==> config.mk <==
export PLATFORM = sky130hd
export DESIGN_NAME = hyst_comparator
export DESIGN_NICKNAME = d
export VERILOG_FILES = /design/src/rtl/hyst_cmp_pkg.sv /design/src/rtl/cmp_core.sv /design/src/rtl/hyst_comparator.sv
export SDC_FILE = /design/constraint.sdc
export NUM_CORES = 1
export LEC_CHECK = 0
export ABC_AREA = 0
export BUFFER_PORTS_ARGS = -buffer_cell sky130_fd_sc_hd__buf_2
export CORE_MARGIN = 2
export CORE_UTILIZATION = 40
export CTS_CLUSTER_DIAMETER = 100
export DETAILED_ROUTE_END_ITERATION = 12
export SYNTH_ARGS = -nofsm -noshare
export SYNTH_HDL_FRONTEND = slang
export SYNTH_SLANG_ARGS = --single-unit
==> constraint.sdc <==
create_clock -name clk -period 2.3 [get_ports clk]
set_input_delay 0.345 -clock clk [delete_from_list [all_inputs] [get_ports clk]]
set_output_delay 0.345 -clock clk [all_outputs]
set_load 0.02 [all_outputs]
==> src/rtl/hyst_cmp_pkg.sv <==
`default_nettype none
// ============================================================================
// Module   : hyst_cmp_pkg
// Purpose  : Shared types and default parameter constants for the hysteresis
//            comparator slice (hyst_comparator, cmp_core).
// Contents : state_t      - two-state hysteresis FSM encoding (LOW, HIGH)
//            DEF_WIDTH    - default operand width
//            DEF_HYST     - default hysteresis band
//            DEF_CNT_W    - default crossing-counter width
// Revision : 1.0 - initial release
// ============================================================================
package hyst_cmp_pkg;

    localparam int DEF_WIDTH = 10;
    localparam int DEF_HYST  = 4;
    localparam int DEF_CNT_W = 8;

    typedef enum logic [0:0] {
        LOW  = 1'b0,
        HIGH = 1'b1
    } state_t;

endpackage : hyst_cmp_pkg
`default_nettype wire

==> src/rtl/cmp_core.sv <==
`default_nettype none
// ============================================================================
// Module   : cmp_core
// Purpose  : Purely combinational compare datapath. Extends both operands to
//            WIDTH+2 bits (zero- or sign-extension per signed_mode_i), forms
//            the band edges b+HYST and b-HYST and produces the flags used by
//            the hysteresis FSM.
// Ports    : a_i, b_i        - operands (WIDTH bits)
//            signed_mode_i   - 1: two's complement, 0: unsigned
//            above_o         - a > b + HYST
//            below_o         - a < b - HYST
//            equal_o         - raw a == b (band and mode independent)
// Revision : 1.0 - initial release
// ============================================================================
module cmp_core
    import hyst_cmp_pkg::*;
#(
    parameter int WIDTH = DEF_WIDTH,
    parameter int HYST  = DEF_HYST
) (
    input  logic [WIDTH-1:0] a_i,
    input  logic [WIDTH-1:0] b_i,
    input  logic             signed_mode_i,
    output logic             above_o,
    output logic             below_o,
    output logic             equal_o
);

    // Two guard bits: one for the sign of an unsigned operand, one so that
    // b +/- HYST can never overflow at either extreme of the operand range.
    localparam int c_XW = WIDTH + 2;
    localparam logic signed [c_XW-1:0] c_HYST = c_XW'(HYST);

    logic signed [c_XW-1:0] w_a_x;
    logic signed [c_XW-1:0] w_b_x;
    logic signed [c_XW-1:0] w_b_hi;
    logic signed [c_XW-1:0] w_b_lo;

    always_comb begin
        if (signed_mode_i) begin
            w_a_x = {{2{a_i[WIDTH-1]}}, a_i};
            w_b_x = {{2{b_i[WIDTH-1]}}, b_i};
        end else begin
            w_a_x = {2'b00, a_i};
            w_b_x = {2'b00, b_i};
        end
        w_b_hi  = w_b_x + c_HYST;
        w_b_lo  = w_b_x - c_HYST;
        above_o = (w_a_x > w_b_hi);
        below_o = (w_a_x < w_b_lo);
        equal_o = (a_i == b_i);
    end

endmodule : cmp_core
`default_nettype wire

==> src/rtl/hyst_comparator.sv <==
`default_nettype none
// ============================================================================
// Module   : hyst_comparator
// Purpose  : Hysteresis comparator with valid/ready handshake. Each accepted
//            sample updates a LOW/HIGH state machine (set when a > b+HYST,
//            cleared when a < b-HYST), a raw equality flag and a saturating
//            count of state transitions; results are registered and presented
//            one clock after acceptance.
// Ports    : clk, reset            - clock, asynchronous active-high reset
//            in_valid / in_ready   - input handshake
//            a, b, signed_mode     - sample (operands + compare mode)
//            out_valid / out_ready - output handshake
//            greaterthan           - filtered "a above b" flag (state == HIGH)
//            equal                 - a == b for the accepted sample
//            cross_cnt             - saturating transition count
// Revision : 1.0 - initial release
// ============================================================================
module hyst_comparator
    import hyst_cmp_pkg::*;
#(
    parameter int WIDTH = DEF_WIDTH,
    parameter int HYST  = DEF_HYST,
    parameter int CNT_W = DEF_CNT_W
) (
    input  logic             clk,
    input  logic             reset,
    input  logic             in_valid,
    output logic             in_ready,
    input  logic [WIDTH-1:0] a,
    input  logic [WIDTH-1:0] b,
    input  logic             signed_mode,
    output logic             out_valid,
    input  logic             out_ready,
    output logic             greaterthan,
    output logic             equal,
    output logic [CNT_W-1:0] cross_cnt
);

    localparam logic [CNT_W-1:0] c_CNT_MAX = {CNT_W{1'b1}};
    localparam logic [CNT_W-1:0] c_CNT_ONE = CNT_W'(1);

    state_t           state_q, state_d;
    logic             eq_q, eq_d;
    logic             ov_q, ov_d;
    logic [CNT_W-1:0] cnt_q, cnt_d;

    logic w_above;
    logic w_below;
    logic w_equal;
    logic w_transfer;

    cmp_core #(
        .WIDTH (WIDTH),
        .HYST  (HYST)
    ) u_cmp_core (
        .a_i           (a),
        .b_i           (b),
        .signed_mode_i (signed_mode),
        .above_o       (w_above),
        .below_o       (w_below),
        .equal_o       (w_equal)
    );

    // The result register is free either when empty or when being drained
    // this cycle, so a new sample can replace it with no bubble.
    assign in_ready   = !ov_q || out_ready;
    assign w_transfer = in_valid && in_ready;

    always_ff @(posedge clk or posedge reset) begin
        if (reset) begin
            state_q <= LOW;
            eq_q    <= 1'b0;
            ov_q    <= 1'b0;
            cnt_q   <= '0;
        end else begin
            state_q <= state_d;
            eq_q    <= eq_d;
            ov_q    <= ov_d;
            cnt_q   <= cnt_d;
        end
    end

    always_comb begin
        state_d = state_q;
        eq_d    = eq_q;
        ov_d    = ov_q;
        cnt_d   = cnt_q;

        if (w_transfer) begin
            ov_d = 1'b1;
            eq_d = w_equal;
            case (state_q)
                LOW:     if (w_above) state_d = HIGH;
                HIGH:    if (w_below) state_d = LOW;
                default: state_d = LOW;
            endcase
            if ((state_d != state_q) && (cnt_q != c_CNT_MAX)) begin
                cnt_d = cnt_q + c_CNT_ONE;
            end
        end else if (ov_q && out_ready) begin
            ov_d = 1'b0;
        end
    end

    assign out_valid   = ov_q;
    assign greaterthan = (state_q == HIGH);
    assign equal       = eq_q;
    assign cross_cnt   = cnt_q;

endmodule : hyst_comparator
`default_nettype wire

==> flow_metrics.env <==
export IMPL_areaGrowthSynthToFinish_pct=45.0
export IMPL_grt_max_degree=12
export IMPL_wl_mm=3.71
export IMPL_tightestPinTransition_ns=0.418
export IMPL_synthFlopType="dfrtp_1"
export IMPL_finalClockSkew_ns=0.00539
export IMPL_drive_gt1_share_pct=42.6
export IMPL_setup_viol=9
export IMPL_synth_edf_count=0
export IMPL_clockBufferDepth=2
export IMPL_final_core_util_pct=60.9
export IMPL_synth_seq_area_share_pct=19.5
export IMPL_max_cap_violations=0
export IMPL_cts_sinks=11
export IMPL_use_met1_pct=25.4
export IMPL_cts_max_level=1
export IMPL_cts_clk_slew_worst_paths_ns=0.07
export IMPL_report_final_slew_viol_count=0
export IMPL_synth_top_area_cell="ha_1"
export IMPL_cts_buffers=3
export IMPL_dp_slack_ns=-0.958
export IMPL_worst_ep_arrival_time_ns=3.12
export IMPL_relSlewSlack_pct=72.1
export IMPL_crit_slowest_cell="or4_4"
export IMPL_hpwl_mm=3.09
export IMPL_netlist_cell_type_count=39
export IMPL_gr_usage_met3_pct=3.57
export IMPL_syn_area_per_cell_sq_um=8.47
export IMPL_drt_iter0_drc=51
export IMPL_coreArea_sq_mm=0.00336
export IMPL_multi_input_area_sq_mm=0.00120
export IMPL_die_y_um=63.5
export IMPL_detail_route_antenna_nets=0
export IMPL_finalCritPeriodShare_pct=127
export IMPL_ir_worst_vdd_mv=0.258
export IMPL_yosys_warnings=0
export IMPL_slowest_delay_ns=0.57
export IMPL_drc=0
export IMPL_fillCellCount=331
export IMPL_gp_congestion=0.833
export IMPL_synthesis_instances=167
export IMPL_fin_crit_ns=2.93
export IMPL_dpl_cell_area_sq_mm=0.00191
export IMPL_start_kind="input pin"
export IMPL_hold_violations=0
export IMPL_setup_slack_ns=-0.630
export IMPL_firstDrtPassIters=4
export IMPL_path_cells="buf_6 > or4_4 > nor3_4 > a22oi_2 > ha_1 > nand4_1 > nor2_2 > nor4_4 > a21boi_2 > or4b_4 > a21oi_2 > xor2_1"
export IMPL_power_leakage_nw=0.970
export IMPL_rsz0062_at_grt="yes"
export IMPL_max_freq_mhz=341
export IMPL_power_density_mw_per_mm2=496
export IMPL_status="finished with violations"
export IMPL_layout_nets=285
export IMPL_root_buffer="clkbuf_4"
export IMPL_die_area_sq_mm=0.00403
export IMPL_netlist_top_cells_area="ha_1 (21%), dfrtp_1 (19%), xnor2_1 (8.7%)"
export IMPL_hp_class="input pin to asynchronous set/reset pin"
export IMPL_ys_top_cells_by_count="ha_1 (24), xnor2_1 (14), xor2_1 (13)"
export IMPL_die_x_um=63.5
export IMPL_crit_fanout=3
export IMPL_portBuffers=36
export IMPL_crit_required_ns=2.49
export IMPL_grt_pass1_wl_mm=6.47
export IMPL_netlist_area_leader_share_pct=21.2
export IMPL_violations="setup timing"
export IMPL_io_pins=37
export IMPL_initial_core_util_pct=42.0
export IMPL_grt_pass1_vias=1471
export IMPL_row_count=21
export IMPL_crit_type="input pin to flop"
export IMPL_synth_seq_cells=11
export IMPL_grtUsageMet2_pct=34.2
export IMPL_track_usage_pct=20.2
export IMPL_vias=1462
export IMPL_endpoint_kind="flop"
export IMPL_antenna_found_initial=0
export IMPL_seq_area_sq_um=275
export IMPL_grt_busiest_layer="met2"
export IMPL_vias_per_cell=5.20
export IMPL_yosysMostFrequentCell="ha_1"
export IMPL_synthesis_nets=216
export IMPL_clk_latency_ns=0.27
export IMPL_avgRoutedWirePerCell_um=13.2
export IMPL_grt_overflow=0
export IMPL_syn_area_sq_mm=0.00141
export IMPL_async_reset_ff_share_pct=100
export IMPL_tritoncts="done"
export IMPL_diodes=0
export IMPL_postLayoutCellArea_sq_mm=0.00205
-- worst max-delay path, delay by kind of cell --
kind            cells  cell delay (ns)
xor+xnor            1             0.15
fa+ha+maj           1             0.31
compound gates      3             0.37
simple gates        6             1.85
buf+inv             1             0.09
-- metrics by stage --
step           total power [mW]  TNS [ns]  std cells  hold slack (ns)
6_report                   1.02     -4.87        281           0.0559
5_1_grt                    1.10     -5.86        281           0.0909
4_1_cts                    1.01     -4.50        279           0.0590
3_5_place_dp              0.843     -7.64        273            0.354
3_3_place_gp              0.827     -6.90        273            0.340
2_1_floorplan             0.644     -5.99        167            0.197
-- cells by family (layout without fill, tap and decap cells) --
| kind of cell | after synthesis | count (layout) | share of synthesized area (%) |
|---|---|---|---|
| compound gates | 27 | 27 | 13.2 |
| xor+xnor | 27 | 27 | 16.7 |
| fa+ha+maj | 24 | 24 | 21.2 |
| buf+inv | 17 | 85 | 4.51 |
| flops | 11 | 11 | 19.5 |
| mux | 1 | 1 | 0.796 |
| simple gates | 60 | 60 | 24.1 |
-- cell usage in the layout, fill, tap and decap left out, types with 2 or more instances in the layout --
cell type	count
buf_6	2
nor4_1	2
nor2_1	6
o21bai_1	2
nand2_1	12
dfrtp_1	11
xnor2_1	14
clkbuf_4	3
nand4_1	5
xor2_1	13
nor3_1	3
ha_1	22
nor3_2	3
nand3_2	2
nor2_2	3
nand3_1	7
a21oi_1	6
buf_2	34
nand2b_1	2
o21ai_0	2
o211ai_1	2
a21oi_2	3
buf_4	34
nor4_4	2
inv_1	11
-- registers in the layout (all words and copies together) (netlist names) --
signal	cells
greaterthan	1
cross_cnt	8
out_valid	1
equal	1
-- where the power goes --
group | switching (mW) | internal [mW]
clock network | 0.0611 | 0.0671
registers | 0.0753 | 0.249
logic | 0.299 | 0.264
total | 0.435 | 0.580
-- per-layer routing --
metal  vias to the layer above  share of wire (%)
met2                        47                 50
li1                        733                  -
met5                         -                  0
met4                         0                2.3
met3                        10                4.5
met1                       672                 44
-- path summary, 6_finish.rpt --
kind	cells after the start	start	end	slack [ns]
max	12	b[6]	cross_cnt[5]	-0.63
min	2	reset	cross_cnt[3]	0.06
max reg2reg	7	cross_cnt[0]	cross_cnt[5]	0.28
min reg2reg	1	cross_cnt[5]	cross_cnt[5]	0.49
max in group asynchronous	2	reset	cross_cnt[7]	1.95
min in group clk	2	in_valid	out_valid	0.31
-- timing repair --
item / CTS / global route
setup endpoints to repair: 9 / 9
pin swaps: 7 / 3
setup buffers: 2 / 2
hold buffers: 0 / 0
gates resized for setup: 8 / 8
-- layout make-up --
type | instances | area share, %
multi-input cells | 139 | 58.6
repair buffers | 70 | 21.9
flip-flops and latches | 11 | 13.4
well taps | 46 | 2.81
inverters | 11 | 2.01
clock buffers | 4 | 1.28
No activity file was read; power rests on OpenSTA's default activity.
